**src/rtl/pads_in_pkg.sv**
```systemverilog
// Shared constants for the pad input-conditioning block.
package pads_in_pkg;

  localparam int            CNT_W_DEF   = 16;     // debounce counter width default
  localparam int            GLITCH_W    = 8;      // rejected-glitch counter width
  localparam logic [7:0]    GLITCH_SAT  = 8'hFF;  // glitch counter holds here
  localparam logic          RST_VAL_DEF = 1'b0;   // per-channel reset level default

  // Saturating increment for the glitch counters.
  function automatic logic [GLITCH_W-1:0] sat_inc(input logic [GLITCH_W-1:0] v);
    return (v == GLITCH_SAT) ? v : v + GLITCH_W'(1);
  endfunction

endpackage

```
**src/rtl/pads_in_debounce.sv**
```systemverilog
// One input channel: synchroniser chain, optional debounce counter,
// registered level with rise/fall pulses, optional glitch counter
// (enabled by defining PADS_IN_GLITCH_CNT_EN).
module pads_in_debounce
  import pads_in_pkg::*;
#(
  parameter int   SYNC_STAGES     = 2,
  parameter int   DEBOUNCE_CYCLES = 50000,
  parameter int   CNT_W           = CNT_W_DEF,
  parameter logic RST_VAL         = RST_VAL_DEF
) (
  input  logic                clk_i,
  input  logic                rst_i,
  input  logic                pad_i,
  input  logic                db_en_i,
  input  logic                glitch_clr_i,
  output logic                dout_o,
  output logic                rise_o,
  output logic                fall_o,
  output logic [GLITCH_W-1:0] glitch_cnt_o
);

  localparam logic [CNT_W-1:0] CNT_LAST = CNT_W'(DEBOUNCE_CYCLES - 1);

  logic [SYNC_STAGES-1:0] sync_q;
  logic                   s;
  logic [CNT_W-1:0]       cnt_q, cnt_d;
  logic                   dout_q, dout_d;
  logic                   rise_q, fall_q;
  logic                   abort;

  assign s = sync_q[SYNC_STAGES-1];

  // Synchroniser chain; the pad enters at bit 0.
  always_ff @(posedge clk_i) begin
    if (rst_i) sync_q <= {SYNC_STAGES{RST_VAL}};
    else       sync_q <= {sync_q[SYNC_STAGES-2:0], pad_i};
  end

  // Debounce decision: count while the synced level disagrees with dout,
  // commit on the last count, and flag an abort when it agrees again early.
  always_comb begin
    cnt_d  = '0;
    dout_d = dout_q;
    abort  = 1'b0;
    if (!db_en_i) begin
      dout_d = s;
    end else if (s != dout_q) begin
      if (cnt_q == CNT_LAST) dout_d = s;
      else                   cnt_d  = cnt_q + CNT_W'(1);
    end else begin
      abort = (cnt_q != '0);
    end
  end

  // Level, counter and edge pulses; pulses compare new vs. current level.
  always_ff @(posedge clk_i) begin
    if (rst_i) begin
      cnt_q  <= '0;
      dout_q <= RST_VAL;
      rise_q <= 1'b0;
      fall_q <= 1'b0;
    end else begin
      cnt_q  <= cnt_d;
      dout_q <= dout_d;
      rise_q <= dout_d & ~dout_q;
      fall_q <= ~dout_d & dout_q;
    end
  end

  assign dout_o = dout_q;
  assign rise_o = rise_q;
  assign fall_o = fall_q;

`ifdef PADS_IN_GLITCH_CNT_EN
  logic [GLITCH_W-1:0] gcnt_q;

  // Rejected-glitch counter; clear beats a same-cycle increment.
  always_ff @(posedge clk_i) begin
    if (rst_i || glitch_clr_i) gcnt_q <= '0;
    else if (abort)            gcnt_q <= sat_inc(gcnt_q);
  end

  assign glitch_cnt_o = gcnt_q;
`else
  logic unused_glitch;
  assign unused_glitch = glitch_clr_i ^ abort;
  assign glitch_cnt_o  = '0;
`endif

endmodule

```
**src/rtl/pads_in_cond.sv**
```systemverilog
// Input-conditioning stage for the pad-cell core-side outputs.
// One pads_in_debounce per channel; this level only slices vectors.
// Define PADS_IN_GLITCH_CNT_EN to build the per-channel glitch counters.
module pads_in_cond
  import pads_in_pkg::*;
#(
  parameter int              N_CH            = 8,
  parameter int              SYNC_STAGES     = 2,
  parameter int              DEBOUNCE_CYCLES = 50000,
  parameter int              CNT_W           = CNT_W_DEF,
  parameter logic [N_CH-1:0] RST_VAL         = {N_CH{RST_VAL_DEF}}
) (
  input  logic                       clk,
  input  logic                       rst,
  input  logic [N_CH-1:0]            pad_c,
  input  logic [N_CH-1:0]            db_en,
  output logic [N_CH-1:0]            dout,
  output logic [N_CH-1:0]            rise,
  output logic [N_CH-1:0]            fall,
  input  logic                       glitch_clr,
  output logic [GLITCH_W*N_CH-1:0]   glitch_cnt
);

  for (genvar i = 0; i < N_CH; i++) begin : g_ch
    pads_in_debounce #(
      .SYNC_STAGES     (SYNC_STAGES),
      .DEBOUNCE_CYCLES (DEBOUNCE_CYCLES),
      .CNT_W           (CNT_W),
      .RST_VAL         (RST_VAL[i])
    ) u_ch (
      .clk_i        (clk),
      .rst_i        (rst),
      .pad_i        (pad_c[i]),
      .db_en_i      (db_en[i]),
      .glitch_clr_i (glitch_clr),
      .dout_o       (dout[i]),
      .rise_o       (rise[i]),
      .fall_o       (fall[i]),
      .glitch_cnt_o (glitch_cnt[GLITCH_W*i +: GLITCH_W])
    );
  end

endmodule

```
**config.mk**
```make
export PLATFORM = sky130hd
export DESIGN_NAME = pads_in_cond
export DESIGN_NICKNAME = d
export VERILOG_FILES = /design/src/rtl/pads_in_pkg.sv /design/src/rtl/pads_in_debounce.sv /design/src/rtl/pads_in_cond.sv
export SDC_FILE = /design/constraint.sdc
export NUM_CORES = 1
export LEC_CHECK = 0
export CORE_ASPECT_RATIO = 1.1
export CORE_MARGIN = 2
export CORE_UTILIZATION = 55
export CTS_CLUSTER_DIAMETER = 150
export CTS_CLUSTER_SIZE = 24
export DETAILED_ROUTE_END_ITERATION = 8
export PLACE_DENSITY_LB_ADDON = 0.12
export SLEW_MARGIN = 20
export SYNTH_ARGS = -nofsm -noshare
export SYNTH_HDL_FRONTEND = slang
export SYNTH_SLANG_ARGS = --single-unit
```
**constraint.sdc**
```tcl
create_clock -name clk -period 2.1 [get_ports clk]
set_input_delay 0.525 -clock clk [delete_from_list [all_inputs] [get_ports clk]]
set_output_delay 0.525 -clock clk [all_outputs]
set_load 0.005 [all_outputs]
```
Word-level counts from Yosys, hierarchy flattened
Index checks and enable logic that the tools add are counted.
{ "classes": {"add_sub_neg": 8, "n_eq_ne": 16, "n_mux": 24, "bitwise": 48, "reduce_logical": 8} }
{ "op_table": {"columns": ["operator", "n"], "rows": [
  ["16-bit by 1-bit adder with 16-bit output (second input constant)", 8],
  ["16-bit == test (second input constant)", 8],
  ["1-bit inverter", 32],
  ["4-bit OR reduction", 8],
  ["1-bit two-way mux", 24],
  ["1-bit AND", 16],
  ["1-bit inequality test", 8]
]} }
{ "totals": {"register_bits": 168, "input_bits": 19} }

Depth between registers and ports, before layout
{ "logic_depth": {"ltp_word": 6, "mapped_depth": 7, "ltp_nobuf": 5} }

Modules after synthesis
A second synthesis with hierarchy kept.
{ "hier_totals": {"cells_unflattened": 832, "area_unflattened_um2": 7587.3} }
{ "modules_own_cells": {"columns": ["mod", "n_inst", "cells_per_inst", "area_per_inst_um2", "seq_area_each_um2"], "rows": [
  ["pads_in_debounce", 8, 104, 948.4, 420.4]
]} }

Worst setup path after synthesis
OpenSTA, ideal clock, no wires.
{ "synth_timing": {"kind": "reg2reg", "start": "reg g_ch[6].u_ch.cnt_q[11]", "end": "reg g_ch[6].u_ch.cnt_q[15]", "setup_time_ps": 115, "arrival_time_ps": 1693, "required_time_ps": 1985, "setup_slack_ps": 293, "path_stages_with_launch": 7, "synth_period_minus_slack_ps": 1807, "path_cell_list": "dfxtp_1 or4b_1 o41ai_2 or3_1 buf_6 buf_12 nor2_1"} }
{ "synth_via": {"elab_chain_cells": 2, "elab_cells_between_ends": 3, "classes_between": "add/sub: 1; eq/ne: 1; reduce/logical: 1"} }
{ "synth_rtl": {"columns": ["item", "line_no", "rtl"], "rows": [
  ["start, declared", "pads_in_debounce.sv:27", "logic [CNT_W-1:0] cnt_q, cnt_d;"],
  ["start signal, assigned", "pads_in_debounce.sv:64", "cnt_q <= cnt_d;"],
  ["parallel branches: the longest is 2 deep, another holds 16-bit by 1-bit adder with 16-bit output", null, null]
]} }
Several ways; the timed one is not identified.
A chain may end at the register's enable or synchronous reset.

Worst setup path in the final report
{ "layout_timing": {"start": "reg g_ch[3].u_ch.cnt_q[4]", "end": "reg g_ch[3].u_ch.cnt_q[3]"} }
{ "layout_via": {"elab_chain_cells": 2} }
{ "layout_rtl": {"columns": ["item", "line_no", "rtl"], "rows": [
  ["start, declared", "pads_in_debounce.sv:27", null],
  ["start signal, assigned", "pads_in_debounce.sv:64", null],
  ["16-bit == test", "pads_in_debounce.sv:49", "if (cnt_q == CNT_LAST) dout_d = s;"],
  ["4-bit OR reduction (no source line)", null, null]
]} }
Every way passes these cells.

==> results by group <==
Run status
  • Status: completed

Timing
  • Final Cycle Share: 90.32%
  • Min Hold Slack: 0.4399 ns
  • Post-layout minimum cycle time: 1.897 ns
  • Fin. Hold Viols: 0
  • Final Skew: 0.01012 ns
  • Max Freq: 0.5272 GHz
  • Sum Neg Setup Slack: 0 ns
  • Setup-failing EPs final: 0
  • RSZ-0062 raised after global routing: false
  • Fin. max-slew vios: 0
  • Min setup slack post-route: 0.2033 ns

Route
  • Drt first pass iters: 4
  • # DRC: 0
  • Post-DRT Antenna Nets: 0
  • DR top layer: met4
  • Total number of vias: 5,586
  • Wire length on met2: 6541 µm
  • Post-DR wirelength/cell: 12.45 µm
  • 1st-iter DRT viols: 249
  • Metal3 WL: 568 µm
  • WL final: 13,640 µm
  • Vias per cell: 5.097
  • Met1 WL: 6281 µm

CTS
  • H-tree Lvls: 4
  • Clock transition at the registers of the reported paths: 0.06 ns
  • Clock Tree Buf Depth: 2
  • Post-CTS setup buffers: 0
  • Post-cts hold buffer count: 0
  • Clk_lat worst skew: 0.42 ns
  • CTS tree: built
  • Root buffer cell: clkbuf_16
  • Clock sinks: 168
  • Num CTS Buffers: 17
  • Cts repair resizes: 0

Synthesis
  • Mean area per synthesized cell: 8.926 µm²
  • Post-synth top area share: 43.56%
  • Synthesized cell area: 7721 µm²
  • Synth unique cells: 47
  • Seq cells post-synth: 168
  • Post-synth ARST share: 0%
  • Mapped Cells: 865
  • Sequential share of the synthesized area: 43.56%
  • Ys Warns: 0
  • Largest cells by area after synthesis: dfxtp_1 44%, xnor2_1 11%, buf_4 8.6%, nor2_1 7.4%, nor4_1 3.4%
  • Largest area contributor in the netlist: dfxtp_1
  • Top post-synthesis cells by count: 168 x dfxtp_1, 152 x nor2_1, 99 x xnor2_1
  • Main synth FF type: dfxtp_1
  • Number of synthesized flops with an enable pin: 0
  • Most frequent cell after synthesis: dfxtp_1

Placement
  • Port Buf Inserts: 41
  • Dpl ws: 0.2120 ns
  • Routability cong.: 0.8437
  • Inst Count DP: 1,065
  • Post-detail-place hpwl: 9608 µm

Layout
  • Layout cell share with drive strength beyond 1: 6.388%
  • Nets: 923
  • Seq. cell area: 3363 µm²
  • Multi-input gate area: 3691 µm²
  • Total of fill cells in the finished design: 1,201
  • Fin cells: 1,096
  • Fin util: 61.89%
  • N_diodes: 0
  • P&R area growth vs syn: 10.13%

Setup path
  • Kind of critical path: reg -> reg
  • Crit path max fanout: 16
  • CP endpoint kind: flip-flop
  • Crit path arrival time: 2.20 ns
  • Nature of the critical path startpoint: flip-flop
  • Worst Path Required: 2.40 ns

Floorplanning
  • Number of I/O pins: 107
  • Initial Util: 56.20%
  • Die height: 128.3 µm
  • Site Rows: 45
  • Die area: 15,000 µm²
  • Die W: 117.0 µm
  • Core box area: 13,740 µm²

Power
  • Pwr/cell area: 740.7 nW/µm²
  • Static Leak: 2.687 nW
  • Peak supply drop: 518.5 µV

Global routing
  • First-pass GRT wire length: 23,360 µm
  • Total GRT Usage: 19.33%
  • Initial antenna violation count: 0
  • Vias in the first global route: 5,302
  • GRT overflow: 0
  • Largest net degree at the start of global routing: 20

Hold path
  • HP Class: reg -> reg

Job
  • MaxCap Viol Count: 0
[stage by stage]
stage               total power [mW]  area (µm²)
floorplan                      3.501        7958
global placement               3.483        7949
detailed placement             3.487        7949
CTS                            6.379        8503
global route                   6.539        8503
finish                         6.298        8503
[cell type report]
type                    instances  share of cell area, %
flip-flops and latches        168                  39.55
clock buffers                  25                  6.062
multi-input cells             622                  43.41
well taps                     188                  2.766
inverters                      31                  1.368
clock inverters                 6                 0.4562
repair buffers                 56                  6.386
[routing by layer]
metal / global-route usage (%) / vias to the layer above
li1: - / 2839
met1: 24.41 / 2604
met2: 30.98 / 125
met3: 4.728 / 18
met4: 8.997 / 0
met5: 0 / -
[cells in the final DEF, fill, tap and decap left out, drive strengths merged, types with 2 or more instances in the layout]
master         synthesis  routed
a21oi                  7       7
nor2                 152     152
nor4                  42      42
nor2b                 16      16
xnor2                 99      99
ha                     8       8
nand2                 34      34
a211o                  2       2
clkinv                 0       3
or4b                   5       5
mux2i                  6       6
nor3b                  4       4
nor4b                  6       6
xor2                  13      13
and3                  11      11
nor3                  32      32
a31o                   4       4
nand3                 45      45
conb                   1      64
or3                    2       2
nand3b                 2       2
o41ai                  4       4
or4bb                  3       3
dfxtp                168     168
o211ai                 2       2
buf                   96      16
inv                   31      32
nand2b                11      11
clkdlybuf4s50          0      40
and2                   2       2
nand4b                 3       3
clkbuf                11      25
clkinvlp               0       2
nand4                 33      33
[power by group]
group / switching [mW] / total [mW] / internal [mW]
sequential: 0.0177 / 3.23 / 3.21
combinational: 0.0995 / 0.187 / 0.0872
clock: 1.19 / 2.88 / 1.69
[worst max-delay path, cell delays in order, from the launching register on]
cell	delay [ns]
dfxtp_1	0.37
or4b_4	0.57
o41ai_4	0.40
a211o_2	0.33
nor2_1	0.09
[flip-flops by register name, indices dropped and copies added, names as in the netlist]
register	count
g_ch.u_ch.cnt_q	128
g_ch.u_ch.dout_o	8
g_ch.u_ch.fall_o	8
g_ch.u_ch.rise_o	8
g_ch.u_ch.sync_q	16
[path summary, 6_finish.rpt]
check | from | depth (start not counted) | to | slack (ns)
hold reg to reg | g_ch[7].u_ch.sync_q[0] | 1 | g_ch[7].u_ch.sync_q[1] | 0.44
setup reg to reg | g_ch[3].u_ch.cnt_q[4] | 4 | g_ch[3].u_ch.cnt_q[3] | 0.20
setup / recovery | g_ch[3].u_ch.cnt_q[4] | 4 | g_ch[3].u_ch.cnt_q[3] | 0.20
hold / removal | g_ch[7].u_ch.sync_q[0] | 1 | g_ch[7].u_ch.sync_q[1] | 0.44
[kinds of logic after synthesis]
group,Yosys count,share of synthesized area [%]
AO/OA/AOI/OAI,26,3.225
XOR/XNOR,112,12.70
buffers and inverters,138,11.70
multiplexers,6,0.7779
other,1,0.04857
adder cells (fa/ha/maj),8,1.296
AND/OR/NAND/NOR,406,26.69
flip-flops,168,43.56
No activity file was read; power rests on OpenSTA's default activity.
